### config.mk
export PLATFORM = sky130hd
export DESIGN_NAME = adc_capture_sequencer
export DESIGN_NICKNAME = d
export VERILOG_FILES = /design/src/rtl/adc_capture_pkg.sv /design/src/rtl/adc_if_sync.sv /design/src/rtl/adc_capture_sequencer.sv
export SDC_FILE = /design/constraint.sdc
export NUM_CORES = 1
export LEC_CHECK = 0
export CAP_MARGIN = 10
export CELL_PAD_IN_SITES_DETAIL_PLACEMENT = 1
export CELL_PAD_IN_SITES_GLOBAL_PLACEMENT = 2
export CORE_MARGIN = 2
export CORE_UTILIZATION = 30
export DETAILED_ROUTE_END_ITERATION = 10
export PLACE_DENSITY = 0.74
export SYNTH_ARGS = -nofsm -noshare
export SYNTH_HDL_FRONTEND = slang
export SYNTH_HIERARCHICAL = 1
export SYNTH_SLANG_ARGS = --single-unit
### constraint.sdc
create_clock -name aclk -period 2.44 [get_ports aclk]
set_clock_uncertainty 0.2 [all_clocks]
set_input_delay 0.488 -clock aclk [delete_from_list [all_inputs] [get_ports aclk]]
set_output_delay 0.488 -clock aclk [all_outputs]
set_load 0.005 [all_outputs]
### src/rtl/adc_capture_pkg.sv
// rtl/adc_capture_pkg.sv - shared state encoding and widths for the ADC capture sequencer
package adc_capture_pkg;

    typedef enum logic [2:0] {
        IDLE      = 3'd0,
        POWERUP   = 3'd1,
        START     = 3'd2,
        WAIT_DRDY = 3'd3,
        SHIFT     = 3'd4,
        PUSH      = 3'd5
    } state_e;

    localparam int DEFAULT_DATA_BITS = 24;
    localparam int DROP_CNT_W        = 16;

endpackage

### src/rtl/adc_if_sync.sv
// rtl/adc_if_sync.sv - 2-flop synchronizers and edge detection for the ADC serial pins
module adc_if_sync (
    input  logic clk_i,
    input  logic rst_ni,
    input  logic sclk_i,
    input  logic drdy_i,
    input  logic dout_i,
    output logic sclk_rise_o,
    output logic drdy_fall_o,
    output logic dout_s_o
);

    // [0],[1] form the synchronizer; [2] is the previous synchronized value for edge detect
    logic [2:0] sclk_q;
    logic [2:0] drdy_q;
    logic [1:0] dout_q;

    // drdy resets to its idle (high) level; sclk/dout reset low
    always_ff @(posedge clk_i or negedge rst_ni) begin
        if (!rst_ni) begin
            sclk_q <= 3'b000;
            drdy_q <= 3'b111;
            dout_q <= 2'b00;
        end else begin
            sclk_q <= {sclk_q[1:0], sclk_i};
            drdy_q <= {drdy_q[1:0], drdy_i};
            dout_q <= {dout_q[0], dout_i};
        end
    end

    // dout travels the same depth as sclk so data is aligned with its rising edge
    assign sclk_rise_o = sclk_q[1] & ~sclk_q[2];
    assign drdy_fall_o = ~drdy_q[1] & drdy_q[2];
    assign dout_s_o    = dout_q[1];

endmodule

### src/rtl/adc_capture_sequencer.sv
// rtl/adc_capture_sequencer.sv - ADC power-up/start sequencing and DRDY-framed sample capture to a stream (option: ADC_CAPTURE_TEST_PATTERN_EN)
module adc_capture_sequencer
    import adc_capture_pkg::*;
#(
    parameter int DATA_BITS    = DEFAULT_DATA_BITS,
    parameter int OUT_BITS     = 32,
    parameter int PWRUP_CYCLES = 1000,
    parameter int START_CYCLES = 4
) (
    input  logic                  aclk,
    input  logic                  aresetn,
    input  logic                  enable,
    input  logic                  sclk,
    input  logic                  drdy,
    input  logic                  dout,
    output logic                  pown,
    output logic                  start,
    output logic [OUT_BITS-1:0]   m_axis_tdata,
    output logic                  m_axis_tvalid,
    input  logic                  m_axis_tready,
    output logic                  busy,
    output logic                  overflow,
    output logic [DROP_CNT_W-1:0] drop_count
);

    localparam int CNT_MAX = (PWRUP_CYCLES > START_CYCLES) ? PWRUP_CYCLES : START_CYCLES;
    localparam int CNT_W   = $clog2(CNT_MAX + 1);
    localparam int BIT_W   = $clog2(DATA_BITS + 1);

    logic sclk_rise;
    logic drdy_fall;
    logic dout_s;

    adc_if_sync u_sync (
        .clk_i       (aclk),
        .rst_ni      (aresetn),
        .sclk_i      (sclk),
        .drdy_i      (drdy),
        .dout_i      (dout),
        .sclk_rise_o (sclk_rise),
        .drdy_fall_o (drdy_fall),
        .dout_s_o    (dout_s)
    );

    state_e                  state_q, state_d;
    logic [CNT_W-1:0]        cnt_q, cnt_d;
    logic [BIT_W-1:0]        bit_cnt_q, bit_cnt_d;
    logic [DATA_BITS-1:0]    sr_q, sr_d;
    logic [OUT_BITS-1:0]     tdata_q, tdata_d;
    logic                    tvalid_q, tvalid_d;
    logic                    pown_q, pown_d;
    logic                    start_q, start_d;
    logic                    busy_q;
    logic                    overflow_q, overflow_d;
    logic [DROP_CNT_W-1:0]   drop_q, drop_d;
    logic                    enable_q;
    logic                    drop_hit;
    logic                    word_done;
    logic [DATA_BITS-1:0]    shifted;
    logic [DATA_BITS-1:0]    new_word;

    assign shifted = {sr_q[DATA_BITS-2:0], dout_s};

`ifdef ADC_CAPTURE_TEST_PATTERN_EN
    logic [DATA_BITS-1:0] pat_q;

    // Pattern word advances once per completed frame; dout never reaches the stream
    always_ff @(posedge aclk or negedge aresetn) begin
        if (!aresetn) begin
            pat_q <= '0;
        end else if (word_done) begin
            pat_q <= pat_q + DATA_BITS'(1);
        end
    end

    assign new_word = pat_q;
`else
    assign new_word = shifted;
`endif

    // Next-state, datapath and sticky drop accounting
    always_comb begin
        state_d    = state_q;
        cnt_d      = cnt_q;
        bit_cnt_d  = bit_cnt_q;
        sr_d       = sr_q;
        tdata_d    = tdata_q;
        tvalid_d   = tvalid_q;
        drop_hit   = 1'b0;
        word_done  = 1'b0;

        case (state_q)
            IDLE: begin
                if (enable) begin
                    state_d = POWERUP;
                    cnt_d   = '0;
                end
            end
            POWERUP: begin
                if (!enable) begin
                    state_d = IDLE;
                end else if (cnt_q == CNT_W'(PWRUP_CYCLES - 1)) begin
                    state_d = START;
                    cnt_d   = '0;
                end else begin
                    cnt_d = cnt_q + CNT_W'(1);
                end
            end
            START: begin
                if (!enable) begin
                    state_d = IDLE;
                end else if (cnt_q == CNT_W'(START_CYCLES - 1)) begin
                    state_d = WAIT_DRDY;
                    cnt_d   = '0;
                end else begin
                    cnt_d = cnt_q + CNT_W'(1);
                end
            end
            WAIT_DRDY: begin
                if (!enable) begin
                    state_d = IDLE;
                end else if (drdy_fall) begin
                    state_d   = SHIFT;
                    bit_cnt_d = '0;
                end
            end
            SHIFT: begin
                if (!enable) begin
                    state_d = IDLE;
                end else if (drdy_fall) begin
                    // short frame: restart on the new frame without counting a drop
                    bit_cnt_d = '0;
                end else if (sclk_rise) begin
                    sr_d = shifted;
                    if (bit_cnt_q == BIT_W'(DATA_BITS - 1)) begin
                        state_d   = PUSH;
                        tvalid_d  = 1'b1;
                        tdata_d   = OUT_BITS'(signed'(new_word));
                        word_done = 1'b1;
                    end else begin
                        bit_cnt_d = bit_cnt_q + BIT_W'(1);
                    end
                end
            end
            PUSH: begin
                // a frame starting while the beat is still pending is lost
                drop_hit = drdy_fall;
                if (m_axis_tready) begin
                    tvalid_d = 1'b0;
                    state_d  = enable ? WAIT_DRDY : IDLE;
                end
            end
            default: begin
                state_d = IDLE;
            end
        endcase

        overflow_d = (enable && !enable_q) ? 1'b0 : overflow_q;
        drop_d     = (enable && !enable_q) ? '0 : drop_q;
        if (drop_hit) begin
            overflow_d = 1'b1;
            if (drop_d != {DROP_CNT_W{1'b1}}) begin
                drop_d = drop_d + DROP_CNT_W'(1);
            end
        end

        pown_d  = (state_d != IDLE);
        start_d = (state_d == START);
    end

    // All sequencer state and registered outputs
    always_ff @(posedge aclk or negedge aresetn) begin
        if (!aresetn) begin
            state_q    <= IDLE;
            cnt_q      <= '0;
            bit_cnt_q  <= '0;
            sr_q       <= '0;
            tdata_q    <= '0;
            tvalid_q   <= 1'b0;
            pown_q     <= 1'b0;
            start_q    <= 1'b0;
            busy_q     <= 1'b0;
            overflow_q <= 1'b0;
            drop_q     <= '0;
            enable_q   <= 1'b0;
        end else begin
            state_q    <= state_d;
            cnt_q      <= cnt_d;
            bit_cnt_q  <= bit_cnt_d;
            sr_q       <= sr_d;
            tdata_q    <= tdata_d;
            tvalid_q   <= tvalid_d;
            pown_q     <= pown_d;
            start_q    <= start_d;
            busy_q     <= (state_q != IDLE);
            overflow_q <= overflow_d;
            drop_q     <= drop_d;
            enable_q   <= enable;
        end
    end

    assign pown          = pown_q;
    assign start         = start_q;
    assign m_axis_tdata  = tdata_q;
    assign m_axis_tvalid = tvalid_q;
    assign busy          = busy_q;
    assign overflow      = overflow_q;
    assign drop_count    = drop_q;

endmodule

==> flow_summary_export.csv, run 1 <==
group,metric,value,unit
grt,grt_util_all_layers,0.141,
yosys,async_flop_share,1.00,
setup_path,setup.worst_path.class,"flip-flop to flip-flop",
setup_path,worstPathRequired,2.46,ns
floorplanning,dieArea,15200,um2
job,maxCapViolations,0,
clock_network,cts_tree,"built",
floorplanning,rows,43,
pwr,p_sw_frac,0.226,
yosys,synth_edf_count,0,
grt,grt_overflow,0,
sta,rsz0062_at_grt,"false",
yosys,synthCells,361,
drt,wl_per_cell,15.2,um
setup_path,start_kind,"flip-flop",
hold_path,worstHoldEndpoint,"u_sync/dout_q[1]$_DFF_PN0_",
drt,drtPass1Iterations,5,
yosys,synth_warnings,6,
sta,worstMarginPinSlew,0.483,ns
hold_path,hp-start,"u_sync/dout_q[0]$_DFF_PN0_",
pwr,p_leak,2.50,nW
drt,via_per_inst,4.86,
clock_network,clk_pin_slew,0.07,ns
clock_network,h-tree-depth,3,
floorplanning,coreArea,13900,um2
pwr,p_comb_frac,0.061,
setup_path,critPathMaxFanout,4,
clock_network,cts_root_buf,"clkbuf_16",
pwr,p_int,2.64,mW
placement,port_buffers,59,
floorplanning,num_io_pins,60,
pwr,power.switching,0.774,mW
pwr,irDropWorstVdd,0.286,mV
setup_path,r2r_end,"pown$_DFF_PN0_",
layout,stdcell_count,633,
pwr,clockPowerShare,0.458,
setup_path,r2r_slack,0.09,ns
sta,fin_crit,2.35,ns
setup_path,r2r_cells,6,
sta,fmax,425,MHz
floorplanning,fp.dieH,123,um
placement,pre_cts_ws,-0.523,ns
clock_network,clock_latency,0.35,ns
sta,setup_slack,0.0855,ns
placement,placed_cells,616,
clock_network,cts_sinks,95,
drt,wirelength,9.61,mm
floorplanning,die_w,123,um
drt,drc_errors,0,
setup_path,cp.arrival,2.38,ns
clock_network,clockBufferDepth,2,
grt,grt_pass1_wl,16.5,mm
layout,register_area,2380,um2
grt,antenna_found_initial,0,
setup_path,cp-startpoint,"cnt_q[0]$_DFFE_PN0P_",
clock_network,cts_setup_buffers,0,
sta,finalCritPeriodShare,0.965,
drt,num_vias,3079,
grt,grt_max_degree,46,
yosys,synth_fp_nets,371,
sta,slew_headroom,0.678,
yosys,ys_ff_latch,95,
setup_path,r2r_start,"cnt_q[0]$_DFFE_PN0P_",
yosys,synth-seq-area-share,0.556,
placement,gp_congestion,0.765,
hold_path,hold_depth,0,
yosys,synth.distinct_cells,54,
placement,place_hpwl,6.97,mm
yosys,syn_area,4280,um2
clock_network,cts_buffers,9,
yosys,ys.flop_type,"dfrtp_1",
layout,drive_above_1_share,0.274,
drt,drtAntennaViolNets,0,
sta,hold_viol_final,0,
hold_path,hp-class,"flip-flop to flip-flop",
run_status,status,"complete, no violations",
layout,final.fill_count,1499,
pwr,power_density,607,nW/um2
sta,setup_violations,0,
pwr,seqPwrFrac,0.481,
drt,drtIter0Drc,157,
layout,multi_input_area,1770,um2
grt,first_global_vias,3282,
layout,layout.nets,458,
sta,slew_violations,0,
setup_path,worstSetupEndpointType,"flip-flop",
layout,synthToLayoutAreaGrowth,31.6,%
layout,diodes,0,
floorplanning,initial_core_util,0.307,
yosys,synth.avg_cell_area,11.9,um2
cell usage after synthesis, types with 2 or more instances:
library cell | number | area share
dfrtp_1 | 92 | 0.54
nor2b_4 | 2 | 0.0064
clkbuf_1 | 4 | 0.0035
xnor2_1 | 5 | 0.010
dfstp_2 | 3 | 0.018
xor2_1 | 2 | 0.0041
inv_1 | 4 | 0.0035
nand2_1 | 29 | 0.025
nand2b_1 | 6 | 0.0088
nor2b_1 | 6 | 0.0088
o21ai_0 | 20 | 0.023
and4_1 | 2 | 0.0041
buf_2 | 2 | 0.0023
mux2_2 | 48 | 0.13
and2_1 | 4 | 0.0058
o311ai_0 | 2 | 0.0041
ha_1 | 3 | 0.0088
a22o_1 | 5 | 0.010
buf_4 | 14 | 0.025
o31ai_1 | 3 | 0.0053
or3_1 | 9 | 0.013
nor3_1 | 6 | 0.0070
nor3b_1 | 4 | 0.0070
nor2_1 | 19 | 0.017
o211ai_1 | 3 | 0.0053
nand3_1 | 10 | 0.012
a31oi_1 | 2 | 0.0029
and3_1 | 4 | 0.0058
a311oi_1 | 2 | 0.0041
a21o_1 | 2 | 0.0035
nand4_1 | 8 | 0.012
a21oi_1 | 14 | 0.016
what timing repair did:
action                                 in CTS  in global routing
setup endpoints to repair                  12                 19
pin swaps                                   0                  2
gates cloned                                0                  0
resized for setup                           2                  8
endpoints found under the hold margin      29                  0
hold buffers                                1                  0
cell type report:
cell class / count / share of cell area
flip-flops and latches: 95 / 0.423
multi-input cells: 240 / 0.314
repair buffers: 98 / 0.162
clock buffers: 11 / 0.0431
well taps: 180 / 0.0400
clock inverters: 5 / 0.0158
inverters: 4 / 0.00266
worst max path at each step:
| stage | end |
|---|---|
| 2_1_floorplan | drop_count[1]$_DFF_PN0_ |
| 3_3_place_gp | drop_count[14]$_DFF_PN0_ |
| 5_1_grt | pown$_DFF_PN0_ |
| 3_5_place_dp | drop_count[14]$_DFF_PN0_ |
| 6_report | pown$_DFF_PN0_ |
| 4_1_cts | drop_count[15]$_DFF_PN0_ |
kinds of logic after synthesis:
kind of cell,count (synthesis),share of synthesized area
compound gates,58,0.0865
xor+xnor,7,0.0143
fa+ha+maj,3,0.00877
buf+inv,26,0.0377
flops,95,0.556
mux,48,0.126
simple gates,124,0.170
registers in the layout (all words and copies together), names as in the netlist:
register and flops:
m_axis_tdata 24, sr_q 23, drop_count 16, cnt_q 10
bit_cnt_q 5, state_q 3, u_sync/drdy_q 3, u_sync/sclk_q 3
u_sync/dout_q 2, busy 1, enable_q 1, m_axis_tvalid 1
overflow 1, pown 1, start 1
cells in the final DEF, fill, tap and decap left out, types with 3 or more instances in the layout:
| cell | netlist | layout |
|---|---|---|
| clkbuf_16 | 0 | 9 |
| nor2b_1 | 6 | 5 |
| or3_1 | 9 | 8 |
| nor3_1 | 6 | 6 |
| dfstp_2 | 3 | 3 |
| and3_1 | 4 | 4 |
| dfrtp_1 | 92 | 92 |
| nor2_1 | 19 | 17 |
| nand2b_1 | 6 | 6 |
| nand3_1 | 10 | 10 |
| clkdlybuf4s50_1 | 0 | 57 |
| and2_1 | 4 | 4 |
| inv_1 | 4 | 4 |
| buf_4 | 14 | 37 |
| o211ai_1 | 3 | 3 |
| a22o_1 | 5 | 5 |
| nor2_2 | 1 | 3 |
| o21ai_0 | 20 | 20 |
| a21oi_1 | 14 | 13 |
| xnor2_1 | 5 | 5 |
| mux2_2 | 48 | 48 |
| o31ai_1 | 3 | 3 |
| nand4_1 | 8 | 8 |
| nand2_1 | 29 | 29 |
power groups by stage:
stage,combinational (mW),sequential [mW],clock (mW)
after floorplan,0.0996,1.66,0
after global placement,0.205,1.67,0
after detailed placement,0.211,1.67,0
after CTS,0.214,1.64,1.62
after global routing,0.239,1.65,1.69
final,0.210,1.64,1.57
worst max-delay path: stages, from the launching register on:
cell,delay [ns]
dfrtp_1,0.40
ha_2,0.23
nor3b_4,0.27
a31oi_2,0.14
o21ba_1,0.21
or4_4,0.43
or3b_1,0.36
per-layer routing:
metal	routed length (um)	global-route usage	vias up
met2	4620	0.221	63
met3	316	0.0323	12
met1	4510	0.185	1544
met5	0	0	-
met4	161	0.0639	0
li1	-	-	1460
metrics by stage:
step	hold WS, ns	util	TNS [ns]	power [mW]	cell area, um2
final	0.150	0.404	0	3.42	5630
after global placement	0.131	0.377	-7.56	1.88	5260
after floorplan	-0.00759	-	0	1.76	4280
after detailed placement	0.144	0.377	-8.90	1.88	5260
after global routing	0.166	0.404	0	3.58	5630
after CTS	0.157	0.402	0	3.48	5610
Note: power is estimated with default switching activity, not from simulation.
==> inputs of run 2 (changes only) <==
CORE_UTILIZATION = 33   (was 30)
PLACE_DENSITY = 0.8   (was 0.74)
==> run 2 against run 1 <==
  * Non-clock buffer count is 3 higher
  * Cell count is 0.79% lower
  * Critical path depth stayed put
  * Register-to-register slack better by 0.03 ns
  * Routed wire length is 0.69% higher
  * Combinational power is 2% higher
  * Worst setup slack better by 0.033 ns
  * Fmax is 1.4% higher
  * Critical path type unchanged
  * Largest cell class unchanged
==> flow_summary_export.csv, run 2 (same netlist as run 1, synthesis figures left out) <==
group,metric,value,unit
pwr,irDropWorstVdd,0.252,mV
layout,final.fill_count,1367,
clock_network,clock_latency,0.34,ns
setup_path,start_kind,"flip-flop",
sta,fin_crit,2.32,ns
clock_network,h-tree-depth,3,
pwr,clockPowerShare,0.419,
sta,setup_tns,0,ns
floorplanning,rows,41,
setup_path,critPathMaxFanout,4,
drt,num_vias,3091,
placement,place_hpwl,6.99,mm
clock_network,clk_pin_slew,0.07,ns
setup_path,setup.worst_path.class,"flip-flop to flip-flop",
drt,drtIter0Drc,154,
drt,drc_errors,0,
pwr,power,3.19,mW
placement,post_dp_cell_area,5280,um2
grt,grt_overflow,0,
grt,antenna_found_initial,0,
floorplanning,num_io_pins,60,
clock_network,clockBufferDepth,2,
setup_path,worstSetupEndpointType,"flip-flop",
drt,wirelength,9.68,mm
sta,hold_viol_final,0,
placement,pre_cts_ws,-0.451,ns
layout,drive_above_1_share,0.272,
pwr,p_leak,2.49,nW
clock_network,cts_root_buf,"clkbuf_16",
pwr,p_sw_frac,0.244,
run_status,status,"complete, no violations",
setup_path,cp.arrival,2.34,ns
pwr,power.switching,0.778,mW
clock_network,cts_tree,"built",
clock_network,cts_buffers,9,
clock_network,cts_sinks,95,
layout,diodes,0,
drt,drtPass1Iterations,4,
floorplanning,fp.dieH,118,um
placement,gp_congestion,0.789,
layout,layout_common_cells,"92 x dfrtp_1, 57 x clkdlybuf4s50_1, 48 x mux2_2",
layout,layout.nets,461,
grt,grt_util_all_layers,0.144,
sta,slew_violations,0,
drt,wl_per_cell,15.4,um
pwr,p_comb_frac,0.067,
hold_path,hp-class,"flip-flop to flip-flop",
floorplanning,die_w,118,um
drt,drtAntennaViolNets,0,
layout,synthToLayoutAreaGrowth,30.5,%
layout,final_common_cell,"dfrtp_1",
floorplanning,initial_core_util,0.339,
sta,setup_violations,0,
placement,port_buffers,59,
job,maxCapViolations,0,
pwr,p_int,2.41,mW
sta,finalCritPeriodShare,0.951,
grt,grt_max_degree,44,
floorplanning,dieArea,13900,um2
floorplanning,coreArea,12600,um2
grt,grt_pass1_wl,16.2,mm
sta,slew_headroom,0.676,
layout,largest_reg_flops,24,
sta,worstMarginPinSlew,0.485,ns
sta,setup_slack,0.119,ns
drt,via_per_inst,4.92,
sta,fmax,431,MHz
grt,first_global_vias,3278,
setup_path,worstPathRequired,2.46,ns
pwr,seqPwrFrac,0.514,
layout,stdcell_area,5590,um2
sta,rsz0062_at_grt,"false",
pwr,power_density,571,nW/um2
run 2: cell count changes in the layout (fill, tap and decap cells not counted), moves of 2 or more:
cell,before,now
and2_4,0,2
nor3b_1,2,4
buf_4,37,39
and2_1,4,2
bufinv_16,2,0
nor3b_2,2,0
run 2: final cells by class:
| class | count | area (um2) | share of cell area |
|---|---|---|---|
| Clock buffer | 10 | 229 | 0.0410 |
| Inverter | 4 | 15.0 | 0.00269 |
| Multi-Input combinational cell | 240 | 1750 | 0.314 |
| Tap cell | 172 | 215 | 0.0385 |
| Timing Repair Buffer | 101 | 942 | 0.169 |
| Clock inverter | 6 | 51.3 | 0.00918 |
| Sequential cell | 95 | 2380 | 0.426 |
run 2: per-layer routing:
| layer | track usage | wire length (um) | up-vias | share of wire |
|---|---|---|---|---|
| li1 | - | - | 1473 | - |
| met1 | 0.187 | 4410 | 1552 | 0.46 |
| met2 | 0.235 | 4820 | 59 | 0.50 |
| met3 | 0.0373 | 352 | 7 | 0.036 |
| met4 | 0.0452 | 101 | 0 | 0.010 |
| met5 | 0 | 0 | - | 0 |
run 2: power by group through the flow:
stage | logic (mW) | clock network [mW] | registers [mW]
floorplan | 0.0996 | 0 | 1.66
global placement | 0.212 | 0 | 1.67
finish | 0.214 | 1.34 | 1.64
detailed placement | 0.217 | 0 | 1.67
CTS | 0.219 | 1.38 | 1.64
global route | 0.243 | 1.46 | 1.64
run 2: final timing paths:
kind / from / endpoint / slack, ns / depth (start not counted)
max: cnt_q[0]$_DFFE_PN0P_ / pown$_DFF_PN0_ / 0.12 / 6
min: u_sync/dout_q[0]$_DFF_PN0_ / u_sync/dout_q[1]$_DFF_PN0_ / 0.15 / 0
max reg2reg: cnt_q[0]$_DFFE_PN0P_ / pown$_DFF_PN0_ / 0.12 / 6
min reg2reg: u_sync/dout_q[0]$_DFF_PN0_ / u_sync/dout_q[1]$_DFF_PN0_ / 0.15 / 0
max in group asynchronous: aresetn / cnt_q[5]$_DFFE_PN0P_ / 0.95 / 3
min in group asynchronous: aresetn / drop_count[9]$_DFF_PN0_ / 0.44 / 2
run 2: what timing repair did:
item,CTS,global route
hold buffers,1,0
endpoints found under the hold margin,31,0
gates cloned,0,0
pin swaps,5,0
setup buffers,1,0
endpoints found under the setup margin,10,1
gates resized for setup,5,1
run 2: metrics by stage:
stage           util  std cells  hold slack [ns]
2_1_floorplan      -        361         -0.00759
3_3_place_gp   0.418        610            0.132
3_5_place_dp   0.418        610            0.139
4_1_cts        0.442        628            0.155
5_1_grt        0.443        628            0.161
6_report       0.443        628            0.154
run 2: critical path, cell delays in order, from the launching register on:
cell     delay, ns
dfrtp_1       0.39
ha_2          0.22
nor3b_4       0.25
a31oi_2       0.16
o21ba_1       0.20
or4_4         0.42
or3b_1        0.36
==> inputs of run 3 (changes only) <==
ABC_AREA = 0   (was default)
CORE_UTILIZATION = 34   (was 33)
CTS_BUF_LIST = sky130_fd_sc_hd__clkbuf_4   (was default)
PLACE_DENSITY = 0.82   (was 0.8)
==> run 3 against run 2 <==
  * Cell count down 0.32%
  * First-iteration DRC count is 1.9% higher
  * Global-route usage increased by 1.3 points
  * Count of clock-buffer cells in the layout unchanged
  * Sequential cell count did not move
  * Non-clock buffer count grew 1
==> flow_summary_export.csv, run 3 (same netlist as run 1, synthesis figures left out) <==
group,metric,value,unit
floorplanning,fp.dieH,116,um
sta,fin_crit,2.35,ns
layout,final_common_cell,"dfrtp_1",
drt,wl_per_cell,15.6,um
layout,layout_common_cells,"92 x dfrtp_1, 58 x clkdlybuf4s50_1, 48 x mux2_2",
clock_network,clockBufferDepth,2,
placement,placed_cells,606,
pwr,p_int,1.95,mW
layout,synthToLayoutAreaGrowth,26.8,%
drt,drtAntennaViolNets,0,
sta,finalCritPeriodShare,0.963,
clock_network,cts_tree,"built",
clock_network,cts_sinks,95,
run_status,status,"complete, no violations",
drt,wirelength,9.74,mm
pwr,p_sw_frac,0.276,
floorplanning,num_io_pins,60,
layout,stdcell_count,626,
grt,first_global_vias,3291,
floorplanning,initial_core_util,0.352,
setup_path,setup.worst_path.class,"flip-flop to flip-flop",
sta,slew_headroom,0.684,
setup_path,cp.arrival,2.52,ns
layout,utilization,0.446,
layout,layout.nets,462,
drt,drtPass1Iterations,5,
sta,setup_violations,0,
clock_network,h-tree-depth,3,
setup_path,worstSetupEndpointType,"flip-flop",
layout,largest_reg_flops,24,
pwr,power_density,497,nW/um2
setup_path,worstPathRequired,2.61,ns
clock_network,clk_pin_slew,0.16,ns
pwr,seqPwrFrac,0.607,
drt,drtIter0Drc,157,
pwr,p_comb_frac,0.082,
setup_path,start_kind,"flip-flop",
placement,port_buffers,59,
floorplanning,dieArea,13500,um2
sta,hold_viol_final,0,
floorplanning,coreArea,12200,um2
pwr,power.switching,0.745,mW
sta,fmax,425,MHz
clock_network,cts_root_buf,"clkbuf_4",
floorplanning,die_w,116,um
layout,stdcell_area,5430,um2
sta,worstMarginPinSlew,0.474,ns
grt,grt_pass1_wl,16.3,mm
placement,gp_congestion,0.787,
grt,grt_overflow,0,
pwr,irDropWorstVdd,0.315,mV
floorplanning,rows,40,
clock_network,clock_latency,0.48,ns
clock_network,cts_buffers,9,
job,maxCapViolations,0,
layout,drive_above_1_share,0.267,
grt,antenna_found_initial,0,
sta,rsz0062_at_grt,"false",
setup_path,critPathMaxFanout,4,
drt,drc_errors,0,
sta,setup_tns,0,ns
hold_path,hp-class,"flip-flop to flip-flop",
grt,grt_util_all_layers,0.157,
pwr,clockPowerShare,0.310,
placement,post_dp_cell_area,5270,um2
drt,via_per_inst,5.00,
sta,slew_violations,0,
drt,num_vias,3127,
grt,grt_max_degree,38,
placement,place_hpwl,6.99,mm
pwr,p_leak,2.43,nW
==> run 3: changes by cell type in the layout (fill, tap and decap cells not counted), moves of 2 or more <==
cell       delta
and2_1        +2
and2_4        -2
clkbuf_16     -9
clkbuf_4     +10
==> run 3: per-stage QoR <==
step | total power, mW | hold slack [ns] | worst slack (ns)
finish | 2.70 | 0.167 | 0.0894
global route | 2.83 | 0.146 | 0.00204
CTS | 2.72 | 0.161 | 0.0379
detailed placement | 1.88 | 0.136 | -0.361
global placement | 1.87 | 0.132 | -0.317
floorplan | 1.76 | -0.00759 | 0.0330
==> run 3: area by class of cell <==
cell class	instances	area, um2
multi-input combinational	240	1740
antenna	1	2.50
fill	1322	6730
inverter	4	15.0
clock inverter	6	51.3
clock buffer	10	75.1
timing repair buffer	102	951
sequential	95	2380
tap	168	210
==> run 3: power groups by stage <==
stage	Sequential, mW	Clock (mW)	Combinational [mW]
detailed placement	1.67	0	0.215
global route	1.64	0.940	0.249
finish	1.64	0.837	0.222
global placement	1.67	0	0.207
CTS	1.64	0.867	0.216
floorplan	1.66	0	0.0996
==> run 3: path summary, 6_finish.rpt <==
path,from,end,slack (ns),depth (start not counted)
max reg2reg,cnt_q[0]$_DFFE_PN0P_,pown$_DFF_PN0_,0.09,6
max in group asynchronous,aresetn,sr_q[12]$_DFFE_PN0P_,1.01,3
min reg2reg,u_sync/dout_q[0]$_DFF_PN0_,u_sync/dout_q[1]$_DFF_PN0_,0.17,0
max,cnt_q[0]$_DFFE_PN0P_,pown$_DFF_PN0_,0.09,6
min,u_sync/dout_q[0]$_DFF_PN0_,u_sync/dout_q[1]$_DFF_PN0_,0.17,0
min in group asynchronous,aresetn,cnt_q[4]$_DFFE_PN0P_,0.24,2
==> run 3: what timing repair did <==
item / 4_1_cts / 5_1_grt
endpoints found under the hold margin: 22 / 0
setup endpoints to repair: 0 / 4
resized for setup: 0 / 1
hold buffers: 1 / 0
buffers inserted: 0 / 2
==> run 3: layer usage <==
layer / share of wire / wire length [um] / track usage / vias to the layer above
met2: 0.48 / 4670 / 0.250 / 50
met1: 0.48 / 4650 / 0.207 / 1599
met3: 0.031 / 300 / 0.0410 / 6
met4: 0.012 / 119 / 0.0571 / 0
li1: - / - / - / 1472
met5: 0 / 0 / 0 / -
==> run 3: critical path, cell delays in order (launching register included) <==
cell and delay [ns]:
dfrtp_1 0.41, ha_2 0.23, nor3b_4 0.28, a31oi_2 0.15, o21ba_1 0.20, or4_4 0.42, or3b_1 0.36
